[config.mk]
export PLATFORM = sky130hd
export DESIGN_NAME = paddle_ctrl
export DESIGN_NICKNAME = d
export VERILOG_FILES = /design/src/rtl/paddle_ctrl.sv
export SDC_FILE = /design/constraint.sdc
export NUM_CORES = 1
export LEC_CHECK = 0
export CAP_MARGIN = 20
export CORE_MARGIN = 2
export CORE_UTILIZATION = 50
export CTS_BUF_LIST = sky130_fd_sc_hd__clkbuf_16
export CTS_CLUSTER_SIZE = 30
export DETAILED_ROUTE_END_ITERATION = 10
export GPL_TIMING_DRIVEN = 0
export PLACE_DENSITY = 0.76
export SLEW_MARGIN = 0
export SYNTH_ARGS = -nofsm -noshare
export SYNTH_HDL_FRONTEND = slang
export SYNTH_SLANG_ARGS = --single-unit
export TNS_END_PERCENT = 100
[constraint.sdc]
create_clock -name clk -period 4.7 [get_ports clk]
set_clock_uncertainty 0.2 [all_clocks]
set_input_delay 0.705 -clock clk [delete_from_list [all_inputs] [get_ports clk]]
set_output_delay 0.705 -clock clk [all_outputs]
set_load 0.01 [all_outputs]
[src/rtl/paddle_ctrl.sv]
`default_nettype none
// ============================================================================
//  Module   : paddle_ctrl
//  Purpose  : Vertical paddle controller for the pong core. Moves the paddle
//             on a move-tick grid with hold-to-accelerate speed ramping, an
//             auto-track mode that follows the ball, and a per-pixel
//             paddle_present flag for the pixel mux.
//  Ports    : clk            - system clock
//             reset          - synchronous, active-high reset
//             up / down      - manual move requests
//             auto_en        - 1 = follow ball_y, manual inputs ignored
//             ball_y         - ball top row
//             row / col      - current scan position
//             pos            - paddle top row
//             moving         - 1 while the direction FSM is not IDLE
//             paddle_present - scan pixel lies inside the paddle
//             hit_zone       - (PADDLE_HIT_ZONE_EN only) ball-vs-paddle zone
//  Options  : define PADDLE_HIT_ZONE_EN to add the registered hit_zone output
//  Revision : 1.0 - initial release
// ============================================================================
module paddle_ctrl #(
  parameter int CLKS_PER_MOVE  = 250_000,
  parameter int ACTIVE_ROWS    = 480,
  parameter int ACTIVE_COLS    = 640,
  parameter int WIDTH          = 16,
  parameter int HEIGHT         = 64,
  parameter int IS_LEFT_PADDLE = 1,
  parameter int MARGIN         = 3,
  parameter int MAX_SPEED      = 4,
  parameter int ACCEL_TICKS    = 2,
  parameter int DEADBAND       = 4
) (
  input  logic                           clk,
  input  logic                           reset,
  input  logic                           up,
  input  logic                           down,
  input  logic                           auto_en,
  input  logic [$clog2(ACTIVE_ROWS)-1:0] ball_y,
  input  logic [$clog2(ACTIVE_ROWS)-1:0] row,
  input  logic [$clog2(ACTIVE_COLS)-1:0] col,
  output logic [$clog2(ACTIVE_ROWS)-1:0] pos,
  output logic                           moving,
  output logic                           paddle_present
`ifdef PADDLE_HIT_ZONE_EN
  ,
  output logic [1:0]                     hit_zone
`endif
);

  localparam int RW     = $clog2(ACTIVE_ROWS);
  localparam int CW     = $clog2(ACTIVE_COLS);
  // Two guard bits so sums of a row value and a small constant never wrap.
  localparam int AW     = RW + 2;
  localparam int XW     = CW + 2;
  localparam int CNT_W  = $clog2(CLKS_PER_MOVE);
  localparam int SPD_W  = $clog2(MAX_SPEED + 1);
  localparam int HOLD_W = $clog2(ACCEL_TICKS + 1);

  localparam logic [RW-1:0]    C_Y_RESET = RW'(ACTIVE_ROWS / 2 - HEIGHT / 2);
  localparam logic [AW-1:0]    C_Y_MIN   = AW'(MARGIN);
  localparam logic [AW-1:0]    C_Y_MAX   = AW'(ACTIVE_ROWS - HEIGHT - MARGIN);
  localparam logic [AW-1:0]    C_HALF_H  = AW'(HEIGHT / 2);
  localparam logic [AW-1:0]    C_HEIGHT  = AW'(HEIGHT);
  localparam logic [AW-1:0]    C_DBAND   = AW'(DEADBAND);
  localparam logic [XW-1:0]    C_X_POS   = (IS_LEFT_PADDLE != 0) ?
                                           XW'(WIDTH / 2) :
                                           XW'(ACTIVE_COLS - 1 - (WIDTH * 3 / 2));
  localparam logic [XW-1:0]    C_WIDTH   = XW'(WIDTH);
  localparam logic [CNT_W-1:0] C_CNT_TOP = CNT_W'(CLKS_PER_MOVE - 1);
  localparam logic [SPD_W-1:0] C_SPD_ONE = SPD_W'(1);
  localparam logic [SPD_W-1:0] C_SPD_MAX = SPD_W'(MAX_SPEED);
  localparam logic [HOLD_W-1:0] C_HOLD_TOP = HOLD_W'(ACCEL_TICKS - 1);

  // The request decode reuses the state encoding: S_IDLE doubles as "no request".
  typedef enum logic [1:0] {
    S_IDLE = 2'd0,
    S_UP   = 2'd1,
    S_DOWN = 2'd2
  } state_t;

  state_t              state_q, state_d;
  state_t              w_req;
  logic [CNT_W-1:0]    cnt_q, cnt_d;
  logic [RW-1:0]       y_pos_q, y_pos_d;
  logic [SPD_W-1:0]    speed_q, speed_d;
  logic [HOLD_W-1:0]   hold_q, hold_d;
  logic                w_tick;
  logic                w_move;
  logic [SPD_W-1:0]    w_step;
  logic [AW-1:0]       w_y_ext;
  logic [AW-1:0]       w_ball_ext;
  logic [AW-1:0]       w_center;
  logic [AW-1:0]       w_up_lim;
  logic [AW-1:0]       w_down_sum;

  assign w_tick     = (cnt_q == C_CNT_TOP);
  assign cnt_d      = w_tick ? '0 : cnt_q + CNT_W'(1);
  assign w_y_ext    = AW'(y_pos_q);
  assign w_ball_ext = AW'(ball_y);
  assign w_center   = w_y_ext + C_HALF_H;

  // Request decode
  always_comb begin
    w_req = S_IDLE;
    if (auto_en) begin
      if (w_ball_ext + C_DBAND < w_center) begin
        w_req = S_UP;
      end else if (w_ball_ext > w_center + C_DBAND) begin
        w_req = S_DOWN;
      end
    end else begin
      if (up && !down) begin
        w_req = S_UP;
      end else if (down && !up) begin
        w_req = S_DOWN;
      end
    end
  end

  // Direction FSM, speed ramp and clamped position update
  always_comb begin
    state_d    = state_q;
    speed_d    = speed_q;
    hold_d     = hold_q;
    y_pos_d    = y_pos_q;
    w_move     = 1'b0;
    w_step     = '0;
    if (w_tick) begin
      if (w_req == S_IDLE) begin
        state_d = S_IDLE;
        speed_d = C_SPD_ONE;
        hold_d  = '0;
      end else if (w_req != state_q) begin
        state_d = w_req;
        speed_d = C_SPD_ONE;
        hold_d  = '0;
        w_move  = 1'b1;
        w_step  = C_SPD_ONE;
      end else begin
        // Move by the speed in force before this tick's ramp update.
        w_move = 1'b1;
        w_step = speed_q;
        if (hold_q == C_HOLD_TOP) begin
          hold_d = '0;
          if (speed_q < C_SPD_MAX) begin
            speed_d = speed_q + C_SPD_ONE;
          end
        end else begin
          hold_d = hold_q + HOLD_W'(1);
        end
      end
    end

    w_up_lim   = C_Y_MIN + AW'(w_step);
    w_down_sum = w_y_ext + AW'(w_step);
    if (w_move) begin
      if (w_req == S_UP) begin
        y_pos_d = (w_y_ext < w_up_lim) ? RW'(C_Y_MIN) : y_pos_q - RW'(w_step);
      end else begin
        y_pos_d = (w_down_sum > C_Y_MAX) ? RW'(C_Y_MAX) : RW'(w_down_sum);
      end
    end
  end

  always_ff @(posedge clk) begin
    if (reset) begin
      cnt_q   <= '0;
      y_pos_q <= C_Y_RESET;
      state_q <= S_IDLE;
      speed_q <= C_SPD_ONE;
      hold_q  <= '0;
    end else begin
      cnt_q   <= cnt_d;
      y_pos_q <= y_pos_d;
      state_q <= state_d;
      speed_q <= speed_d;
      hold_q  <= hold_d;
    end
  end

  assign pos    = y_pos_q;
  assign moving = (state_q != S_IDLE);

  // Pixel-inside-paddle test for the pixel mux
  logic [AW-1:0] w_row_ext;
  logic [XW-1:0] w_col_ext;

  assign w_row_ext      = AW'(row);
  assign w_col_ext      = XW'(col);
  assign paddle_present = (w_row_ext >= w_y_ext) && (w_row_ext < w_y_ext + C_HEIGHT) &&
                          (w_col_ext >= C_X_POS) && (w_col_ext < C_X_POS + C_WIDTH);

`ifdef PADDLE_HIT_ZONE_EN
  // Quarter of the paddle the ball top row falls in; outside rows saturate.
  localparam int HZ_SHIFT = $clog2(HEIGHT) - 2;

  logic [1:0]    hit_zone_q, hit_zone_d;
  logic [AW-1:0] w_ball_off;

  assign w_ball_off = w_ball_ext - w_y_ext;

  always_comb begin
    hit_zone_d = 2'd0;
    if (w_ball_ext < w_y_ext) begin
      hit_zone_d = 2'd0;
    end else if (w_ball_ext >= w_y_ext + C_HEIGHT) begin
      hit_zone_d = 2'd3;
    end else begin
      hit_zone_d = 2'(w_ball_off >> HZ_SHIFT);
    end
  end

  always_ff @(posedge clk) begin
    if (reset) begin
      hit_zone_q <= 2'd0;
    end else begin
      hit_zone_q <= hit_zone_d;
    end
  end

  assign hit_zone = hit_zone_q;
`endif

endmodule
`default_nettype wire

; Word level (Yosys, flattened, before mapping)
; Index checks and enable logic that the tools add are counted.
[op_classes]
n_addsub = 10
n_mul = 0
n_div = 0
n_lt_le_gt_ge = 9
eq_ne = 4
n_shift = 0
n_mux = 22
bitwise = 0
n_reduce_logical = 15
[ops]
columns = op, n
row1 = $mux W9, 3
row2 = $mux W3, 7
row3 = $mux W2, 10
row4 = $add A18 B1 Y18 const B, 1
row5 = $eq A18 B18 Y1 const B, 1
row6 = $add A10 B3 Y11 const B, 1
row7 = $gt A9 B11 Y1, 1
row8 = $add A9 B3 Y10, 1
row9 = $add A9 B3 Y10 const B, 1
row10 = $add A9 B6 Y10 const B, 1
row11 = $add A9 B7 Y10 const B, 1
row12 = $ge A10 B4 Y1 const B, 1
row13 = $gt A10 B9 Y1 const B, 1
row14 = $lt A10 B10 Y1, 1
row15 = $lt A10 B5 Y1 const B, 1
row16 = $lt A9 B10 Y1, 1
row17 = $ge A9 B9 Y1, 1
row18 = $lt A9 B4 Y1, 1
row19 = $sub A9 B3 Y9, 1
row20 = $reduce_bool A3 Y1, 2
row21 = $logic_and A1 B1 Y1, 5
row22 = $add A2 B3 Y4 const A, 1
row23 = $eq A2 B1 Y1 const B, 2
row24 = $reduce_bool A2 Y1, 2
row25 = 10 further kinds, 12
[word_totals]
ff_bits = 34
latchBits = 0
ram_bits = 0
rom_bits = 0
in_bits = 33
out_inout_bits = 11
wordCells = 65
memories = 0

; Logic depth before layout (Yosys ltp)
; Gate-level depths: netlist of run 1.
[logic_depth]
ltp_word = 14
depth_mapped = 27
depth_no_buf = 26

; Least setup slack after synthesis of run 1
; No wires, ideal clock.
[synth_path]
path_kind = register to register
startpoint = register y_pos_q[5], in the netlist pos[5]
endpoint = register y_pos_q[5], in the netlist pos[5]
setup_ns = 0.075
arrival_ns = 4.886
required_ns = 4.425
setup_slack_ns = -0.461
path_stages_with_launch = 26
n_path_buf = 1
synth_period_minus_slack_ns = 5.161
cell_sequence = dfxtp_1 > buf_4 > inv_1 > ha_1 > inv_1 > nor3_1 > xor2_1 > ha_1 > o21a_1 > o211ai_1 > a211oi_2 > nand2_1 > o31a_1 > nand2_1 > nand2_1 > a21oi_1 > inv_1 > ha_1 > ha_1 > nor2b_1 > o21a_1 > o21ai_0 > nand3_1 > nand2_1 > or4b_2 > a31oi_1
[synth_between]
elab_chain_len = 14
word_cells_on_any_way = 23
classes_between = add/sub (5) / order compare (4) / eq/ne (2) / mux (11) / reduce/logical (1)
[synth_lines]
columns = item, line_no
row1 = start: declaration, 84  ; logic [RW-1:0] y_pos_q, y_pos_d;
row2 = start signal: assignment, 174  ; y_pos_q <= y_pos_d;
row3 = $add A9 B6 Y10, 100  ; assign w_center = w_y_ext + C_HALF_H;
row4 = $add A10 B3 Y11, 108  ; end else if (w_ball_ext > w_center + C_DBAND) begin
row5 = $gt A9 B11 Y1, 108
row6 = $mux W2, 108
row7 = $mux W2, 106  ; if (w_ball_ext + C_DBAND < w_center) begin
row8 = $mux W2, 105  ; if (auto_en) begin
row9 = $ne A2 B2 Y1, 133  ; end else if (w_req != state_q) begin
row10 = $mux W3, 133
row11 = $mux W3, 129  ; if (w_req == S_IDLE) begin
row12 = $mux W3, 128  ; if (w_tick) begin
row13 = $add A9 B3 Y10 or $add A2 B3 Y4 (tied branches), "155, 154"
row14 = $gt A10 B9 Y1 or $lt A9 B4 Y1 (tied branches), "160, 158"
row15 = "$mux W9, on equally long branches", "160, 158"
row16 = $mux W9, 157  ; if (w_req == S_UP) begin
; Several ways; a longest one is shown, not always the timed one.
; A chain may end at the register's enable or synchronous reset.

; Worst setup path after layout of run 1
[layout_path]
startpoint = register y_pos_q[3], in the netlist pos[3]
endpoint = register y_pos_q[3], in the netlist pos[3]
; Same word-level chain as after synthesis.

==> results of run 1 <==
area by class of cell:
type | count | area [um^2] | area share [%]
buffer | 14 | 106 | 2.02
timing repair buffer | 96 | 828 | 15.7
clock inverter | 3 | 37.5 | 0.712
tap | 96 | 120 | 2.28
clock buffer | 5 | 125 | 2.37
sequential | 34 | 693 | 13.1
multi-input combinational | 369 | 3250 | 61.6
inverter | 27 | 111 | 2.11
how the worst min path moves through the flow:
stage,start,endpoint,slack [ps],depth (start not counted)
after floorplan,cnt_q[0],cnt_q[0],220,1
after detailed placement,cnt_q[0],cnt_q[0],230,1
after global routing,cnt_q[0],cnt_q[0],300,1
final,hold_q[1],hold_q[1],290,2
after global placement,cnt_q[0],cnt_q[0],230,1
after CTS,cnt_q[0],cnt_q[0],250,1
synthesized netlist by cell type, types with 7 or more instances:
cell type  count
inv_1         27
o21ai_0       15
ha_1          50
dfxtp_1       34
xor2_1        14
nand3_1       22
nor2_1        42
and3_1         9
nor2b_1        7
o211ai_1       8
clkbuf_1      11
a21o_1        10
a21oi_1       22
nand2_1       37
o21a_1        10
nor3_1        10
xnor2_1       20
registers in the layout, indices dropped and copies added (netlist names):
register / flops
speed_q: 3
state_q: 2
cnt_q: 18
hold_q: 2
pos: 9
per-layer routing:
| layer | global-route usage, % | vias to the layer above | share of wire (%) |
|---|---|---|---|
| met5 | 0 | - | 0 |
| met4 | 16.9 | 0 | 5.3 |
| met3 | 6.34 | 80 | 7.7 |
| met2 | 51.7 | 242 | 47 |
| met1 | 38.9 | 1909 | 40 |
| li1 | - | 1847 | - |
where the power goes:
part / leakage, nW / switching (mW) / internal (mW)
clock network: 0.0826 / 0.118 / 0.246
registers: 0.277 / 0.00194 / 0.289
logic: 1.79 / 0.0808 / 0.0785
total: 2.15 / 0.201 / 0.613
tightest hold or removal path: stages (launching register included):
cell,delay [ps]
dfxtp_1,320
inv_1,70
a211oi_1,50
cells by family after synthesis:
group,Yosys count
buffers and inverters,41
adder cells (fa/ha/maj),51
AO/OA/AOI/OAI,119
XOR/XNOR,34
AND/OR/NAND/NOR,161
flip-flops,34
multiplexers,4
metrics by stage:
stage | worst slack, ps | util (%) | hold slack [ps] | cell area, um^2 | std cells
floorplan | 33.5 | - | 218 | 3690 | 444
global placement | -1290 | 61.5 | 228 | 4200 | 579
detailed placement | -1460 | 61.5 | 235 | 4200 | 579
CTS | -250 | 74.4 | 249 | 5080 | 634
global route | -736 | 77.2 | 299 | 5270 | 644
finish | -549 | 77.2 | 292 | 5270 | 644
timing repair:
| action | in CTS | in global routing |
|---|---|---|
| pin swaps | 42 | 31 |
| endpoints found under the setup margin | 10 | 9 |
| gates resized for setup | 102 | 19 |
| hold endpoints to repair | 0 | 0 |
| buffers inserted | 47 | 10 |
==> metrics.cfg, run 1 <==
[worst_setup_path]
r2r_start=pos[3]
critPathKind=flop to flop
crit_path_start=pos[3]
rr_endpoint=pos[3]
worstSetupEndpoint=pos[3]
crit_family=compound AO/OA/AOI/OAI gates
reg2reg_slack_ps=-550
rr_worst_depth=26
cp_slowest_cell=dfxtp_2
slowest_delay_ps=430
worstPathArrival_ps=5210
crit_path_max_fanout=7
start_kind=flop
required_ps=4660
crit_buf_inv=3
path_depth=26
cp-end-kind=flop

[cts]
ctsHoldBuffers=0
cts_tree=done
tritoncts.num_buffers=5
worstSkewPairLatency_ps=280
clock-sinks=34
cts_root_buf=clkbuf_16
clkTransAtPathRegs_ps=50
clock_path_buffers=2
cts_max_level=2

[synth]
ys_types=75
syn-num-nets=528
yosys_warnings=0
ys_ff_latch=34
synth_compound_area_share_pct=25.1
muxShareOfSynthArea_pct=1.27
ys.flop_type=dfxtp_1
synth_top_family_by_area=compound AO/OA/AOI/OAI gates
syn-cell-area_mm2=0.00355
netlist.area_leader.share_pct=19.2
yosys.area.top_type=dfxtp_1
ys_seq_area_share_pct=19.2
yosys.area_share.simple_pct=23.3
synthCells=444
synthAdderAreaFrac_pct=18.2
async_reset_ff_share_pct=0
syn_area_per_cell_um2=8.00
synthTopCellsByArea=dfxtp_1 (19%), ha_1 (18%), xnor2_1 (4.9%), nor2_1 (4.4%), nand2_1 (3.9%)
synth_edf_count=0
synth-xor-area-share_pct=8.38

[detailed_routing]
viasPerCell=6.33
drc=0
wl_per_cell_um=19.4
ant_nets=0
via_count=4078
totalWireLength_um=12500
dr.pass1.iters=6
drt_iter0_drc=426

[floorplan]
die_height_um=88.3
num_rows=30
start_util_pct=52.0
boundaryPins=44
dieArea_mm2=0.00779
design.core.area_mm2=0.00683
die_w_um=88.3

[placed_design]
dp_hpwl_um=7180
port_buffers=39
gp_congestion=0.895

[cells_and_area]
num-fill-cells=448
final_common_cell=buf_4
syn2layout_area_growth_pct=48.4
final_cell_mix=buf_4 (53), nor2_1 (38), ha_1 (38)
diodes=0
final_layout_size_suffix_gt1_share_pct=31.6
nets=631

[sta]
slew_headroom_pct=44.1
drv_slew=0
hold_viol_final=0
fin_ws_ps=-549
worst_pin_slew_ps=831
period_minus_slack_ps=5250
max_freq_ghz=0.191
min_period_over_period_pct=112
setup_tns_ps=-4490
rsz0062_at_grt=yes
setup_violations=9

[global_routing]
grt_pass1_wl_um=19100
overflow=0
grt_usage_pct=31.5
grt_max_degree=12
antenna_found_initial=0
grt_pass1_vias=3987

[power]
worst_ir_drop_vdd_v=0.000245
cellLeakagePower_nw=2.15
power_density_mw_per_mm2=154
report.power.total_mw=0.814

[worst_hold_path]
holdCritPathClass=flop to flop

[run]
maxCapViolCount=0

[status]
violations=negative setup slack
status=complete, but fails checks

No activity file was read; power rests on OpenSTA's default activity.
==> inputs of run 2 (changes only) <==
--- a/config.mk
+++ b/config.mk
@@ -13,6 +13,7 @@
 export DETAILED_ROUTE_END_ITERATION = 10
 export GPL_TIMING_DRIVEN = 0
 export PLACE_DENSITY = 0.76
+export SKIP_LAST_GASP = 1
 export SLEW_MARGIN = 0
 export SYNTH_ARGS = -nofsm -noshare
 export SYNTH_HDL_FRONTEND = slang
==> metrics.cfg, run 2 (synthesized netlist as in run 1, its figures left out) <==
[floorplan]
start_util_pct=52.0
num_rows=30
boundaryPins=44
die_height_um=88.3
die_w_um=88.3
design.core.area_mm2=0.00683
dieArea_mm2=0.00779

[detailed_routing]
drt_iter0_drc=330
wl_per_cell_um=19.3
dr.pass1.iters=6
viasPerCell=6.19
totalWireLength_um=12400
ant_nets=0
via_count=3980
drc=0

[placed_design]
pre_cts_ws_ps=-1460
gp_congestion=0.895
port_buffers=39
dp_hpwl_um=7180

[status]
violations=negative setup slack
status=complete, but fails checks

[cts]
tritoncts.num_buffers=5
clock_path_buffers=2
worstSkewPairLatency_ps=280
cts_tree=done
clkTransAtPathRegs_ps=50
clock-sinks=34
cts_max_level=2
ctsHoldBuffers=0
cts_root_buf=clkbuf_16

[cells_and_area]
diodes=0
final_cell_mix=buf_4 (52), nor2_1 (39), ha_1 (38)
largest_reg_flops=18
final_layout_size_suffix_gt1_share_pct=31.8
syn2layout_area_growth_pct=48.4
nets=630
final_common_cell=buf_4
regMostFlops=cnt_q

[run]
maxCapViolCount=0

[global_routing]
grt_pass1_vias=3938
antenna_found_initial=0
overflow=0
grt_max_degree=12
grt_pass1_wl_um=18500
grt_usage_pct=30.5

[sta]
period_minus_slack_ps=5220
slew_headroom_pct=44.6
fin_ws_ps=-524
hold_viol_final=0
fin_hold_ws_ps=279
rsz0062_at_grt=yes
drv_slew=0
worst_pin_slew_ps=823
max_freq_ghz=0.191
setup_violations=9
min_period_over_period_pct=111

[worst_setup_path]
crit_path_max_fanout=6
critPathKind=flop to flop
required_ps=4680
worstPathArrival_ps=5200
start_kind=flop
cp-end-kind=flop

[power]
worst_ir_drop_vdd_v=0.000240
power_density_mw_per_mm2=155
report.power.total_mw=0.816
cellLeakagePower_nw=2.15

[worst_hold_path]
holdCritPathClass=flop to flop

==> run 2: per-layer routing <==
layer  up-vias  global-route usage, %  wire [um]
met5         -                      0          0
li1       1841                      -          -
met3        61                   5.88        898
met4         0                   15.7        605
met2       222                   50.0       5920
met1      1856                   38.0       4960
==> run 2: worst paths after layout <==
path,cells past startpoint,slack [ps],startpoint,end
min,2,280,hold_q[1],hold_q[1]
min reg2reg,2,280,hold_q[1],hold_q[1]
max reg2reg,23,-520,pos[3],pos[0]
max,23,-520,pos[3],pos[0]
==> run 2: stage by stage <==
step,std cells,utilization (%),TNS (ps),area [um^2]
5_1_grt,643,77.2,-6130,5270
6_report,643,77.2,-4160,5270
4_1_cts,634,74.3,-1760,5070
3_5_place_dp,579,61.5,-11970,4200
2_1_floorplan,444,-,0,3690
3_3_place_gp,579,61.5,-10810,4200
==> run 2: worst max-delay path: stages (launching register included) <==
cell,delay (ps)
dfxtp_2,410
ha_1,240
nand3_2,140
nor3_4,230
xor2_1,180
ha_1,280
buf_4,150
a211oi_2,200
o211ai_1,140
a31oi_1,250
o31a_1,240
buf_4,150
buf_4,110
o2bb2ai_2,140
a21oi_4,100
ha_2,220
nor2b_4,150
nor2_1,110
o21ai_2,100
o211ai_2,280
mux2_4,340
a41oi_4,270
o211ai_4,150
o41ai_2,320
==> run 2: repair_timing <==
item                                    in CTS  in global routing
resized for setup                          100                 24
endpoints found under the setup margin      10                  9
cloned                                       0                  0
pin swaps                                   42                 23
setup buffers                               47                  9
==> run 2: where the power goes <==
group	internal (mW)	switching, mW	leakage (nW)	total [mW]
Combinational	0.0780	0.0802	1.79	0.158
Clock	0.246	0.121	0.0826	0.367
Sequential	0.289	0.00212	0.277	0.291
Total	0.613	0.203	2.15	0.816
==> run 2: area by class of cell <==
| class | instances | area [um^2] |
|---|---|---|
| flip-flops and latches | 34 | 693 |
| inverters | 27 | 111 |
| clock buffers | 5 | 125 |
| plain buffers | 14 | 108 |
| well taps | 96 | 120 |
| clock inverters | 3 | 37.5 |
| multi-input cells | 369 | 3260 |
| fillers | 445 | 1560 |
| repair buffers | 95 | 821 |
